**config.mk**
```make
export PLATFORM = sky130hd
export DESIGN_NAME = alu_muldiv
export DESIGN_NICKNAME = d
export VERILOG_FILES = /design/src/rtl/alu_muldiv_pkg.sv /design/src/rtl/alu_muldiv.sv
export SDC_FILE = /design/constraint.sdc
export NUM_CORES = 1
export LEC_CHECK = 0
export BUFFER_PORTS_ARGS = -buffer_cell sky130_fd_sc_hd__buf_2
export CORE_UTILIZATION = 30
export CTS_CLUSTER_SIZE = 20
export DETAILED_ROUTE_END_ITERATION = 16
export PLACE_DENSITY_LB_ADDON = 0.05
export SYNTH_ARGS = -nofsm -noshare
export SYNTH_HDL_FRONTEND = slang
export SYNTH_SLANG_ARGS = --single-unit
```
**constraint.sdc**
```tcl
create_clock -name clock -period 4.67 [get_ports clock]
set_input_delay 0.934 -clock clock [delete_from_list [all_inputs] [get_ports clock]]
set_output_delay 0.934 -clock clock [all_outputs]
set_load 0.005 [all_outputs]
```
**src/rtl/alu_muldiv_pkg.sv**
```systemverilog
// Shared encodings for the ALU and its iterative MUL AB / DIV AB unit.
// Holds the md_op select codes, the MUL/DIV FSM state encoding and the ALU opcodes.
package alu_muldiv_pkg;

  localparam logic MD_MUL = 1'b0;
  localparam logic MD_DIV = 1'b1;

  localparam logic [3:0] ALU_ADD  = 4'h0;
  localparam logic [3:0] ALU_ADDC = 4'h1;
  localparam logic [3:0] ALU_SUBB = 4'h2;
  localparam logic [3:0] ALU_ANL  = 4'h3;
  localparam logic [3:0] ALU_ORL  = 4'h4;
  localparam logic [3:0] ALU_XRL  = 4'h5;
  localparam logic [3:0] ALU_MUL  = 4'h6;
  localparam logic [3:0] ALU_DIV  = 4'h7;

  localparam int unsigned MD_ITERS = 8;
  localparam logic [2:0]  ITER_LAST = 3'(MD_ITERS - 1);

  typedef enum logic [1:0] {
    ST_IDLE = 2'd0,
    ST_RUN  = 2'd1,
    ST_FIN  = 2'd2
  } md_state_e;

endpackage

```
**src/rtl/alu_muldiv.sv**
```systemverilog
// Iterative 8x8 unsigned multiply / 8/8 restoring divide, one bit per clock.
// MUL and DIV share one 3-bit iteration counter and one 16-bit working register.
module alu_muldiv
  import alu_muldiv_pkg::*;
#(
  parameter logic [7:0] DIV0_QUOT = 8'hFF
) (
  input  logic       clock,
  input  logic       reset,
  input  logic       start,
  input  logic       md_op,
  input  logic [7:0] a_in,
  input  logic [7:0] b_in,
  output logic       busy,
  output logic       done,
  output logic [7:0] a_out,
  output logic [7:0] b_out,
  output logic       ov_out,
  output logic       cy_out
);

  md_state_e   state_reg, state_next;
  logic [2:0]  cnt_reg, cnt_next;
  logic [15:0] work_reg, work_next;
  logic [7:0]  bop_reg, bop_next;
  logic        op_reg, op_next;
  logic        done_reg, done_next;
  logic [7:0]  a_out_reg, a_out_next;
  logic [7:0]  b_out_reg, b_out_next;
  logic        ov_reg, ov_next;
  logic        cy_reg, cy_next;

  // Single iteration of each datapath, evaluated from the working register.
  logic [8:0]  mul_sum;
  logic [15:0] mul_step;
  logic [8:0]  rem9;
  logic        div_ge;
  logic [7:0]  rem_diff;
  logic [15:0] div_step;
  logic [15:0] step;

  always_comb begin
    mul_sum  = {1'b0, work_reg[15:8]} + (work_reg[0] ? {1'b0, bop_reg} : 9'd0);
    mul_step = {mul_sum, work_reg[7:1]};
    // Remainder is always below the divisor, so the shifted partial fits 9 bits.
    rem9     = work_reg[15:7];
    div_ge   = (rem9 >= {1'b0, bop_reg});
    rem_diff = rem9[7:0] - bop_reg;
    div_step = div_ge ? {rem_diff, work_reg[6:0], 1'b1}
                      : {rem9[7:0], work_reg[6:0], 1'b0};
    step     = (op_reg == MD_DIV) ? div_step : mul_step;
  end

  always_comb begin
    state_next = state_reg;
    cnt_next   = cnt_reg;
    work_next  = work_reg;
    bop_next   = bop_reg;
    op_next    = op_reg;
    done_next  = (state_reg == ST_FIN);
    a_out_next = a_out_reg;
    b_out_next = b_out_reg;
    ov_next    = ov_reg;
    cy_next    = cy_reg;

    case (state_reg)
      ST_IDLE: begin
        // done_reg still high means the previous result is being presented.
        if (start && !done_reg) begin
          op_next   = md_op;
          bop_next  = b_in;
          cnt_next  = 3'd0;
          work_next = {8'h00, a_in};
          if (md_op == MD_DIV && b_in == 8'h00) begin
            state_next = ST_FIN;
            a_out_next = DIV0_QUOT;
            b_out_next = a_in;
            ov_next    = 1'b1;
            cy_next    = 1'b0;
          end else begin
            state_next = ST_RUN;
          end
        end
      end
      ST_RUN: begin
        work_next = step;
        cnt_next  = cnt_reg + 3'd1;
        if (cnt_reg == ITER_LAST) begin
          state_next = ST_FIN;
          a_out_next = step[7:0];
          b_out_next = step[15:8];
          ov_next    = (op_reg == MD_MUL) ? (|step[15:8]) : 1'b0;
          cy_next    = 1'b0;
        end
      end
      ST_FIN: begin
        state_next = ST_IDLE;
      end
      default: begin
        state_next = ST_IDLE;
      end
    endcase
  end

  always_ff @(posedge clock or posedge reset) begin
    if (reset) begin
      state_reg <= ST_IDLE;
      cnt_reg   <= 3'd0;
      work_reg  <= 16'h0000;
      bop_reg   <= 8'h00;
      op_reg    <= MD_MUL;
      done_reg  <= 1'b0;
      a_out_reg <= 8'h00;
      b_out_reg <= 8'h00;
      ov_reg    <= 1'b0;
      cy_reg    <= 1'b0;
    end else begin
      state_reg <= state_next;
      cnt_reg   <= cnt_next;
      work_reg  <= work_next;
      bop_reg   <= bop_next;
      op_reg    <= op_next;
      done_reg  <= done_next;
      a_out_reg <= a_out_next;
      b_out_reg <= b_out_next;
      ov_reg    <= ov_next;
      cy_reg    <= cy_next;
    end
  end

  assign busy   = (state_reg != ST_IDLE) || done_reg;
  assign done   = done_reg;
  assign a_out  = a_out_reg;
  assign b_out  = b_out_reg;
  assign ov_out = ov_reg;
  assign cy_out = cy_reg;

endmodule

```
# Yosys cells after proc, flatten, opt, wreduce, memory -nomap -nowiden
# Cells that the tools add are included.
# totals
regBits	49
# op_classes
n_addsub	3
magnitude_cmp	1
eq_ne	6
muxes	28
reduce_logical	13
# ops
operator	count
8-bit two-way mux	7
16-bit two-way mux	3
16-bit one-hot mux with 2 select lines	1
8-bit one-hot mux with 2 select lines	2
8-bit by 8-bit adder with 9-bit output	1
9-bit by 8-bit >= comparator with 1-bit output	1
8-bit logical NOT	1
8-bit OR reduction	1
8-bit subtractor	1
1-bit two-way mux	7
2-bit two-way mux	3
2-bit inequality test, second input constant	3
3-bit one-hot mux with 2 select lines	1
2-bit AND reduction	3
1-bit one-hot mux with 2 select lines	2
2-bit one-hot mux with 2 select lines	1
4-bit AND reduction	1
2-bit nonzero test	2
3-bit by 1-bit adder with 3-bit output, second input constant	1
3-bit == test, second input constant	1
3-bit two-way mux	1
2-bit by 1-bit == test with 1-bit output, second input constant	1
2-bit == test, second input constant	1
1-bit logical AND	2
other kinds (3)	3

# Longest topological paths before layout
# Gate-level depths: netlist (run 1).
# depth
depth_word	7
ltp_mapped	11
depth_no_buf	11

# Least setup slack after synthesis (run 1)
# OpenSTA, ideal clock, no wires.
# synth_path
kind	reg2reg
start	register work_reg[0]
end	register b_out_reg[5] (netlist: b_out[5])
setup_time_ns	0.082
arrival_time_ns	2.320
t_required_ns	4.588
slack_ns	2.268
path_stages_with_launch	11
path_buffers	0
path_cell_list	dfrtp_1 > and2_1 > ha_1 > fa_1 > a211oi_1 > nor2_1 > o31a_1 > a31oi_1 > nor2_1 > a211o_1 > a31oi_1
# synth_via
elab_chain_cells	5
# synth_lines
item	line	text
start, declared	alu_muldiv.sv:24	logic [15:0] work_reg, work_next;
start signal, assigned	alu_muldiv.sv:120	work_reg <= work_next;
8-bit two-way mux	alu_muldiv.sv:43	mul_sum = {1'b0, work_reg[15:8]} + (work_reg[0] ? {1'b0, bop_reg} : 9'd0);
8-bit by 8-bit adder with 9-bit output	alu_muldiv.sv:43	
16-bit two-way mux	alu_muldiv.sv:51	step = (op_reg == MD_DIV) ? div_step : mul_step;
8-bit two-way mux	alu_muldiv.sv:88	if (cnt_reg == ITER_LAST) begin
8-bit one-hot mux with 2 select lines	alu_muldiv.sv:66	case (state_reg)
end signal, assigned	alu_muldiv.sv:125	b_out_reg <= b_out_next;
end, declared	alu_muldiv.sv:29	logic [7:0] b_out_reg, b_out_next;
# No other way between the ends. The select of a mux whose other input is x is not followed.
# A chain may end at the register's enable or synchronous reset.

# Final worst setup path (run 1)
# layout_path
start	input port b_in[0]
end	register a_out_reg[3] (netlist: a_out[3])
# layout_via
elab_chain_cells	4
# layout_lines
item	line	text
start, declared	alu_muldiv.sv:13	input logic [7:0] b_in,
8-bit logical NOT	alu_muldiv.sv:74	if (md_op == MD_DIV && b_in == 8'h00) begin
1-bit logical AND	alu_muldiv.sv:74	
2-bit inequality test (no source line)	--	
4-bit AND reduction (no source line)	--	
end signal, assigned	alu_muldiv.sv:124	a_out_reg <= a_out_next;
end, declared	alu_muldiv.sv:28	logic [7:0] a_out_reg, a_out_next;
# No other way between the ends.

==> results of run 1 <==
-- worst max-delay path, cell delays in order --
cell and delay [ns]:
buf_2 0.11, or4_1 0.53, nor4_2 0.28, a22o_1 0.86, buf_4 0.28, nor2_1 0.05, a21oi_1 0.10
-- through the flow --
step / setup slack, ns / cell area (um^2) / util [%] / power [uW]
after floorplan: 2.27 / 3000 / - / 2150
final: 1.75 / 3390 / 34.9 / 2970
after global placement: 1.37 / 3300 / 33.9 / 2700
after global routing: 1.53 / 3390 / 34.9 / 3280
after CTS: 1.69 / 3390 / 34.9 / 3000
after detailed placement: 1.38 / 3300 / 33.9 / 2710
-- cell type report --
type / instances / area share [%]
clock inverters: 2 / 0.406
inverters: 19 / 2.10
clock buffers: 6 / 2.43
flip-flops and latches: 48 / 35.4
repair buffers: 42 / 6.49
multi-input cells: 262 / 48.2
well taps: 133 / 4.91
-- routing by layer --
metal  global-route usage [%]  up-vias  part of all wire, %  wire length, um
met5                        0        -                    0                0
met4                     3.30        0                 0.59               51
met3                     2.33        4                  2.3              199
met2                     29.5       35                   46             4000
met1                     26.1     1237                   51             4450
li1                         -     1287                    -                -
-- Yosys cell counts (all sizes together) --
cell / instances / area share, %
nand2b: 3 / 0.63
a22o: 1 / 0.29
a22oi: 1 / 0.25
a31oi: 14 / 2.9
mux2: 2 / 0.88
a311o: 2 / 0.67
and3b: 1 / 0.29
inv: 18 / 2.3
dfrtp: 48 / 40
nor3: 7 / 1.2
o31ai: 1 / 0.25
clkinv: 1 / 0.13
o21a: 2 / 0.50
mux2i: 2 / 0.67
a211o: 2 / 0.58
o211a: 1 / 0.33
fa: 2 / 1.3
o31a: 1 / 0.29
clkbuf: 8 / 1.0
conb: 1 / 0.13
a211oi: 13 / 3.6
and4b: 1 / 0.33
nor2: 27 / 3.4
ha: 18 / 7.5
a21bo: 1 / 0.33
o22ai: 8 / 1.9
nand3: 10 / 1.7
a21o: 5 / 1.3
a31o: 1 / 0.29
o21bai: 2 / 0.50
nor4: 2 / 0.63
o21ai: 21 / 3.5
or4: 1 / 0.25
nor2b: 6 / 1.3
o211ai: 3 / 0.75
buf: 10 / 1.9
or3: 2 / 0.42
o221ai: 1 / 0.29
xor2: 4 / 1.2
xnor2: 4 / 1.2
a21oi: 22 / 3.7
and2: 13 / 2.7
nand2: 54 / 6.8
-- cell families after synthesis --
group | Yosys count | synth area share, %
buf+inv | 37 | 5.34
xor+xnor | 8 | 2.34
compound gates | 102 | 22.2
other cells | 1 | 0.125
simple gates | 127 | 19.6
mux | 4 | 1.54
fa+ha+maj | 20 | 8.85
flops | 48 | 40.1
-- cells in the final DEF (no fill, tap or decap), types with 5 or more instances in the layout --
master	instances
ha_1	18
nor3_1	7
o22ai_1	7
a21o_1	5
o21ai_0	21
a31oi_1	14
clkbuf_8	6
nor2b_1	6
dfrtp_1	48
and2_1	13
nor2_1	27
nand2_1	53
nand3_1	10
a21oi_1	22
buf_2	38
inv_1	17
a211oi_1	11
-- report_power, final --
group / total (uW) / switching (uW) / leakage, uW / internal, uW
clock network: 282 / 160 / 0.0000516 / 122
registers: 812 / 196 / 0.000563 / 616
logic: 1870 / 1100 / 0.000918 / 778
-- worst max path at each step --
stage	endpoint	cells past startpoint	slack, ns
6_report	a_out[3]	7	1.75
5_1_grt	a_out[3]	7	1.53
4_1_cts	a_out[3]	7	1.69
3_5_place_dp	a_out[3]	7	1.38
3_3_place_gp	a_out[1]	7	1.37
2_1_floorplan	b_out[5]	10	2.27
==> run_results.csv, run 1 <==
group,metric,value,unit
die,core,9730,um^2
die,start_util,30.8,%
worst_setup_path,critPathLaunchType,"primary input",
global_route,grt_pass1_vias,2535,
route,drtIter0Drc,93,
clock_tree,clkSinkCount,48,
die,row_count,36,
clock_tree,cts_setup_buffers,0,
layout,largest_reg_flops,16,
worst_hold_path,whs_path_depth,1,
clock_tree,cts_tree,"built",
placed_design,placed_cells,504,
layout,area_growth,13.1,%
layout,fin_cells,512,
worst_setup_path,rrSetupSlack,1.76,ns
synthesis,synth.distinct_cells,51,
global_route,grt.total_usage,18.2,%
placed_design,gp_congestion,0.786,
route,wl_per_cell,17.0,um
layout,drive_gt1_share,15.8,%
route,num_vias,2563,
global_route,grt_max_degree,49,
timing,rsz0062_at_grt,"no",
outcome,status,"finished, final reports clean",
global_route,antenna_found_initial,0,
worst_setup_path,cp-startpoint,"b_in[0]",
timing,timing.hold.ws,0.495,ns
synthesis,yosysSeqAreaShare,40.1,%
worst_hold_path,hold_start,"state_reg[0]",
power_and_ir_drop,p_per_area,875,nW/um^2
power_and_ir_drop,peakVddDrop,244,uV
timing,relSlewSlack,30.1,%
power_and_ir_drop,p_leak,0.00153,uW
global_route,grt-ovfl-total,0,
synthesis,ys_seq_elements,48,
layout,seqCellArea,1200,um^2
die,die_area,10400,um^2
clock_tree,ctsHoldBuffers,0,
clock_tree,htree_levels,2,
worst_hold_path,min_to,"done",
clock_tree,clkLatencyLatePin,0.31,ns
placed_design,placement.io_buffers,38,
clock_tree,root_buffer,"clkbuf_8",
flow_run,maxCapViolations,0,
clock_tree,cts.path.max_buffers,2,
timing,finalCriticalPeriod,2.92,ns
route,drc_errors,0,
worst_setup_path,cp.arrival,3.15,ns
worst_setup_path,path_class,"in2reg",
worst_setup_path,cp_max_fo,28,
timing,clock.fmax,342,MHz
synthesis,yosysWarnings,0,
die,dieWidth,102,um
global_route,grt_first_pass_wirelength,14.2,mm
clock_tree,cts_resized,0,
layout,nFillCells,1049,
clock_tree,path_clk_slew,0.10,ns
synthesis,synthesis.area,3000,um^2
layout,antenna-diode-count,0,
timing,drv_slew,0,
worst_setup_path,crit_path_end_kind,"register",
timing,finalSetupViolCount,0,
route,routed_wl,8.71,mm
timing,fin_skew,0.00825,ns
timing,tns,0,ns
timing,worstMarginPinSlew,1.05,ns
synthesis,syn_inst,347,
route,firstDrtPassIters,4,
placed_design,place_hpwl,6.41,mm
synthesis,synthesis.nets,387,
worst_setup_path,reg2reg_from,"work_reg[0]",
route,avgViaCountPerCell,5.01,
layout,nets,418,
worst_setup_path,reg2reg_to,"b_out[5]",
die,io_pins,40,
layout,multi_input_area,1640,um^2
worst_setup_path,rr_worst_depth,10,
synthesis,synth.avg_cell_area,8.64,um^2
timing,hold_viol,0,
worst_setup_path,critPathRequiredTime,4.90,ns
timing,timing.final.crit_share,62.6,%
worst_hold_path,hold_class,"reg2reg",
route,ant_nets,0,
clock_tree,cts_buffers,5,
die,die_h,102,um
Power figures use the tool's default switching activity.
==> run 2, diff against run 1 <==
clock period = 2.7 ns   (was 4.67 ns; I/O delays follow)
==> run 2 against run 1 <==
Against the previous run: worst setup slack worse by 1.6 ns; register-to-register slack worse by 1.6 ns; sequential cell count unchanged; critical path type is now reg2reg; highest routed layer unchanged.
==> run_results.csv, run 2 (synthesis gave the netlist of run 1 again) <==
group,metric,value,unit
route,drc_errors,0,
placed_design,placement.io_buffers,38,
timing,clock.fmax,392,MHz
die,row_count,36,
route,wl_per_cell,16.6,um
flow_run,maxCapViolations,0,
global_route,grt-ovfl-total,0,
global_route,grt_max_degree,35,
route,routed_wl,8.69,mm
worst_setup_path,crit_path_end_kind,"register",
layout,drive_gt1_share,19.7,%
global_route,antenna_found_initial,0,
clock_tree,cts.path.max_buffers,2,
timing,relSlewSlack,58.4,%
clock_tree,path_clk_slew,0.10,ns
layout,largest_reg_flops,16,
route,firstDrtPassIters,4,
outcome,status,"finished, final reports clean",
route,drtIter0Drc,64,
clock_tree,root_buffer,"clkbuf_8",
die,dieWidth,102,um
worst_setup_path,cp.arrival,2.75,ns
global_route,grt_pass1_vias,2551,
timing,finalSetupViolCount,0,
timing,worstMarginPinSlew,0.623,ns
timing,drv_slew,0,
route,num_vias,2598,
layout,post-route-util,36.5,%
die,start_util,30.8,%
worst_setup_path,rrSetupSlack,0.15,ns
die,die_area,10400,um^2
layout,nets,430,
route,avgViaCountPerCell,4.96,
power_and_ir_drop,p_per_area,1530,nW/um^2
placed_design,placed_cells,516,
power_and_ir_drop,p_leak,0.00161,uW
placed_design,place_hpwl,6.76,mm
power_and_ir_drop,peakVddDrop,445,uV
layout,antenna-diode-count,0,
placed_design,gp_congestion,0.838,
worst_setup_path,critPathRequiredTime,2.89,ns
timing,timing.final.crit_share,94.6,%
worst_hold_path,hold_class,"in2async",
clock_tree,cts_setup_buffers,0,
global_route,grt.total_usage,17.6,%
clock_tree,cts_tree,"built",
route,ant_nets,0,
die,die_h,102,um
worst_setup_path,rr_worst_depth,10,
layout,stdcell_area,3550,um^2
clock_tree,htree_levels,2,
clock_tree,clkLatencyLatePin,0.30,ns
timing,hold_viol,0,
worst_setup_path,reg2reg_from,"bop_reg[0]",
die,io_pins,40,
worst_setup_path,cp_max_fo,3,
clock_tree,clkSinkCount,48,
timing,fin_skew,0.00963,ns
layout,final_cell_mix,"nand2_1, dfrtp_1, buf_2",
worst_setup_path,critPathLaunchType,"register",
power_and_ir_drop,power,5440,uW
layout,area_growth,18.4,%
layout,final_common_cell,"nand2_1",
placed_design,placedInstanceArea,3400,um^2
timing,finalCriticalPeriod,2.55,ns
die,core,9730,um^2
clock_tree,cts_buffers,5,
global_route,grt_first_pass_wirelength,13.8,mm
timing,tns,0,ns
worst_setup_path,path_class,"reg2reg",
layout,fin_cells,524,
worst_setup_path,reg2reg_to,"b_out[7]",
-- run 2: cell types whose count changed in the layout (fill, tap and decap cells not counted), sizes merged --
cell and delta:
inv -1, bufinv +1, buf +12, clkinv -1
clkbuf +1
-- run 2: layout make-up --
cell class                 count  area (um^2)
tap                          133          166
inverter                      19         71.3
timing repair buffer          54          323
clock buffer                   7         96.3
clock inverter                 1         30.0
fill                        1065         6180
multi-input combinational    262         1660
sequential                    48         1200
-- run 2: worst max-delay path: stages, from the launching register on --
cell and delay (ns):
dfrtp_1 0.41, and2_1 0.17, ha_1 0.21, fa_1 0.44, a211oi_2 0.21, nor2_1 0.09
o31a_1 0.27, o21a_1 0.18, nor3_1 0.18, a311o_1 0.19, a31oi_1 0.09
-- run 2: per-layer routing --
metal	GRT usage (%)	vias to the layer above	share of wire (%)
met4	2.97	0	0.47
met1	25.7	1244	52
li1	-	1310	-
met2	28.1	38	45
met3	2.33	6	2.3
met5	0	-	0
-- run 2: repair_timing --
item | CTS | global route
hold buffers | 0 | 0
endpoints found under the setup margin | 0 | 4
gates resized for setup | 0 | 5
-- run 2: worst max path at each step --
stage                            from       end  slack [ns]  depth (start not counted)
after floorplan           work_reg[0]  b_out[5]        0.30                         10
after global placement    work_reg[7]  b_out[6]        0.05                         11
after detailed placement  work_reg[7]  b_out[6]        0.03                         11
after CTS                 work_reg[7]  b_out[6]        0.01                         11
after global routing      work_reg[7]  b_out[6]      -0.007                         11
final                      bop_reg[0]  b_out[7]        0.15                         10
-- run 2: through the flow --
stage / worst slack, ns / hold WS, ns
6_report: 0.146 / 0.189
5_1_grt: -0.00728 / 0.211
4_1_cts: 0.0126 / 0.195
3_5_place_dp: 0.0325 / 0.467
3_3_place_gp: 0.0536 / 0.467
2_1_floorplan: 0.298 / 0.440
-- run 2: report_power, final --
group / internal [uW] / switching [uW] / total (uW)
registers: 1070 / 241 / 1310
clock network: 327 / 253 / 581
logic: 1500 / 2050 / 3550
==> run 3, diff against run 2 <==
ABC_AREA = 1   (was unset)
SLEW_MARGIN = 20   (was unset)
==> run 3 against run 2 <==
Against the previous run: die area grew 7.1%; clock-buffer cell count shrank 1; register-to-register slack gained 0.26 ns; clock power shrank 1%; largest power group unchanged.
==> run_results.csv, run 3 <==
group,metric,value,unit
outcome,status,"finished, final reports clean",
synthesis,synth_top_cell_by_area,"dfrtp_1",
placed_design,gp_congestion,0.812,
timing,fin_skew,0.00869,ns
power_and_ir_drop,p_leak,0.00191,uW
layout,drive_gt1_share,20.5,%
timing,worstMarginPinSlew,0.537,ns
worst_setup_path,reg2reg_from,"work_reg[0]",
timing,relSlewSlack,64.1,%
global_route,antenna_found_initial,0,
die,row_count,37,
synthesis,synth_area_leaders,"dfrtp_1, nand2_1, ha_1, inv_1, nor2_1",
worst_setup_path,rr_worst_depth,14,
worst_setup_path,reg2reg_to,"ov_out",
timing,finalCriticalPeriod,2.29,ns
layout,nFillCells,1164,
timing,timing.final.crit_share,84.9,%
route,drc_errors,0,
die,dieWidth,106,um
clock_tree,clkLatencyLatePin,0.31,ns
synthesis,synth_edf_count,0,
timing,finalSetupViolCount,0,
die,die_area,11100,um^2
placed_design,dp_slack,0.435,ns
power_and_ir_drop,peakVddDrop,467,uV
timing,drv_slew,0,
worst_setup_path,critPathLaunchType,"register",
clock_tree,cts.path.max_buffers,2,
worst_setup_path,crit_path_end_kind,"register",
global_route,grt.total_usage,17.3,%
timing,rsz0062_at_grt,"no",
route,met1_length,4.82,mm
worst_setup_path,cp.arrival,2.50,ns
layout,antenna-diode-count,0,
synthesis,synth_flop_cell,"dfrtp_1",
route,top_layer,"met4",
worst_setup_path,cp_max_fo,10,
die,start_util,31.0,%
route,avgViaCountPerCell,4.72,
synthesis,synthesis.nets,459,
route,firstDrtPassIters,4,
route,num_vias,2806,
clock_tree,cts_tree,"built",
synthesis,synth_common_cells,"nand2_1, dfrtp_1, inv_1",
layout,final_common_cell,"nand2_1",
timing,tns,0,ns
synthesis,synth.top_cell.area_share,37.4,%
synthesis,async_flop_share,100,%
clock_tree,cts_setup_buffers,0,
route,wl_per_cell,15.0,um
worst_setup_path,path_class,"reg2reg",
global_route,grt_first_pass_wirelength,14.7,mm
timing,clock.fmax,436,MHz
global_route,grt_pass1_vias,2722,
placed_design,placement.io_buffers,38,
die,io_pins,40,
route,routed_wl,8.94,mm
timing,hold_viol,0,
worst_hold_path,hold_class,"in2async",
global_route,grt_max_degree,25,
die,core,10400,um^2
synthesis,yosysMostFrequentCell,"nand2_1",
clock_tree,root_buffer,"clkbuf_8",
clock_tree,path_clk_slew,0.10,ns
layout,final_cell_mix,"nand2_1, dfrtp_1, inv_1",
clock_tree,clkSinkCount,48,
synthesis,yosysSeqAreaShare,37.4,%
clock_tree,ctsHoldBuffers,0,
synthesis,synth.distinct_cells,42,
synthesis,yosysWarnings,0,
synthesis,synthesis.area,3210,um^2
clock_tree,htree_levels,2,
power_and_ir_drop,p_per_area,1560,nW/um^2
layout,largest_reg_flops,16,
timing,fin_ws,0.408,ns
clock_tree,cts_buffers,5,
layout,nets,498,
route,drtIter0Drc,109,
route,wl_met2,3.82,mm
worst_setup_path,rrSetupSlack,0.41,ns
flow_run,maxCapViolations,0,
clock_tree,cts_resized,0,
synthesis,ys_seq_elements,48,
route,dr_wl_met3,244,um
synthesis,syn_inst,419,
worst_setup_path,critPathRequiredTime,2.91,ns
die,die_h,106,um
synthesis,synth.avg_cell_area,7.67,um^2
placed_design,place_hpwl,7.06,mm
route,ant_nets,0,
layout,area_growth,14.6,%
global_route,grt-ovfl-total,0,
==> run 3: changes by cell type in the layout (fill, tap and decap cells not counted), moves of 9 or more <==
cell,previous run,this run
a211oi_1,9,0
and2_1,13,0
inv_1,17,45
nand2_1,53,109
nand2_2,1,11
nand3_1,10,25
==> run 3: per-layer routing <==
metal  track usage, %  vias to the layer above
met1             26.0                     1310
met2             26.0                       45
li1                 -                     1446
met5                0                        -
met4             3.57                        0
met3             2.97                        5
==> run 3: area by class of cell <==
cell class / count / area [um^2] / area share, %
Multi-Input combinational cell: 302 / 1740 / 47.2
Sequential cell: 48 / 1200 / 32.6
Timing Repair Buffer: 45 / 243 / 6.59
Inverter: 56 / 210 / 5.71
Tap cell: 136 / 170 / 4.62
Clock buffer: 6 / 82.6 / 2.24
Clock inverter: 2 / 38.8 / 1.05
==> run 3: worst max-delay path by stage <==
stage,from,end,slack [ns],cells past startpoint
after global placement,work_reg[7],ov_out,0.40,14
after global routing,work_reg[0],ov_out,0.17,14
after floorplan,work_reg[0],ov_out,0.64,15
final,work_reg[0],ov_out,0.41,14
after detailed placement,work_reg[0],ov_out,0.43,14
after CTS,work_reg[0],ov_out,0.41,14
==> run 3: per-stage QoR <==
step	area [um^2]	std cells	power [uW]	hold WS, ns	utilization (%)
after floorplan	3210	419	4170	0.421	-
after detailed placement	3560	587	5220	0.439	34.4
after CTS	3680	595	5810	0.274	35.5
after global placement	3560	587	5240	0.438	34.4
final	3680	595	5750	0.254	35.5
after global routing	3680	595	6360	0.286	35.5
==> run 3: critical path: stages, from the launching register on <==
cell and delay (ns):
dfrtp_1 0.50, nand2_1 0.11, inv_1 0.05, ha_1 0.20
fa_1 0.45, nand4_1 0.14, nand3_1 0.10, nand3_1 0.08
a21oi_1 0.08, nor2_1 0.14, nand2_1 0.06, nor2_1 0.09
nand2_1 0.06, nand2_1 0.07, a21oi_2 0.05
==> run 3: logic make-up (layout without fill, tap and decap cells) <==
kind of cell / count (synthesis) / in the layout / synth area share, %
buf+inv: 69 / 109 / 8.56
flops: 48 / 48 / 37.4
compound gates: 62 / 62 / 11.5
other cells: 1 / 1 / 0.117
fa+ha+maj: 20 / 20 / 8.25
simple gates: 214 / 214 / 32.8
xor+xnor: 5 / 5 / 1.36
==> run 3: power breakdown <==
part | internal, uW | leakage [uW] | total (uW) | switching [uW]
Clock | 304 | 0.0000614 | 574 | 270
Sequential | 1080 | 0.000570 | 1340 | 266
Combinational | 1390 | 0.00128 | 3830 | 2440
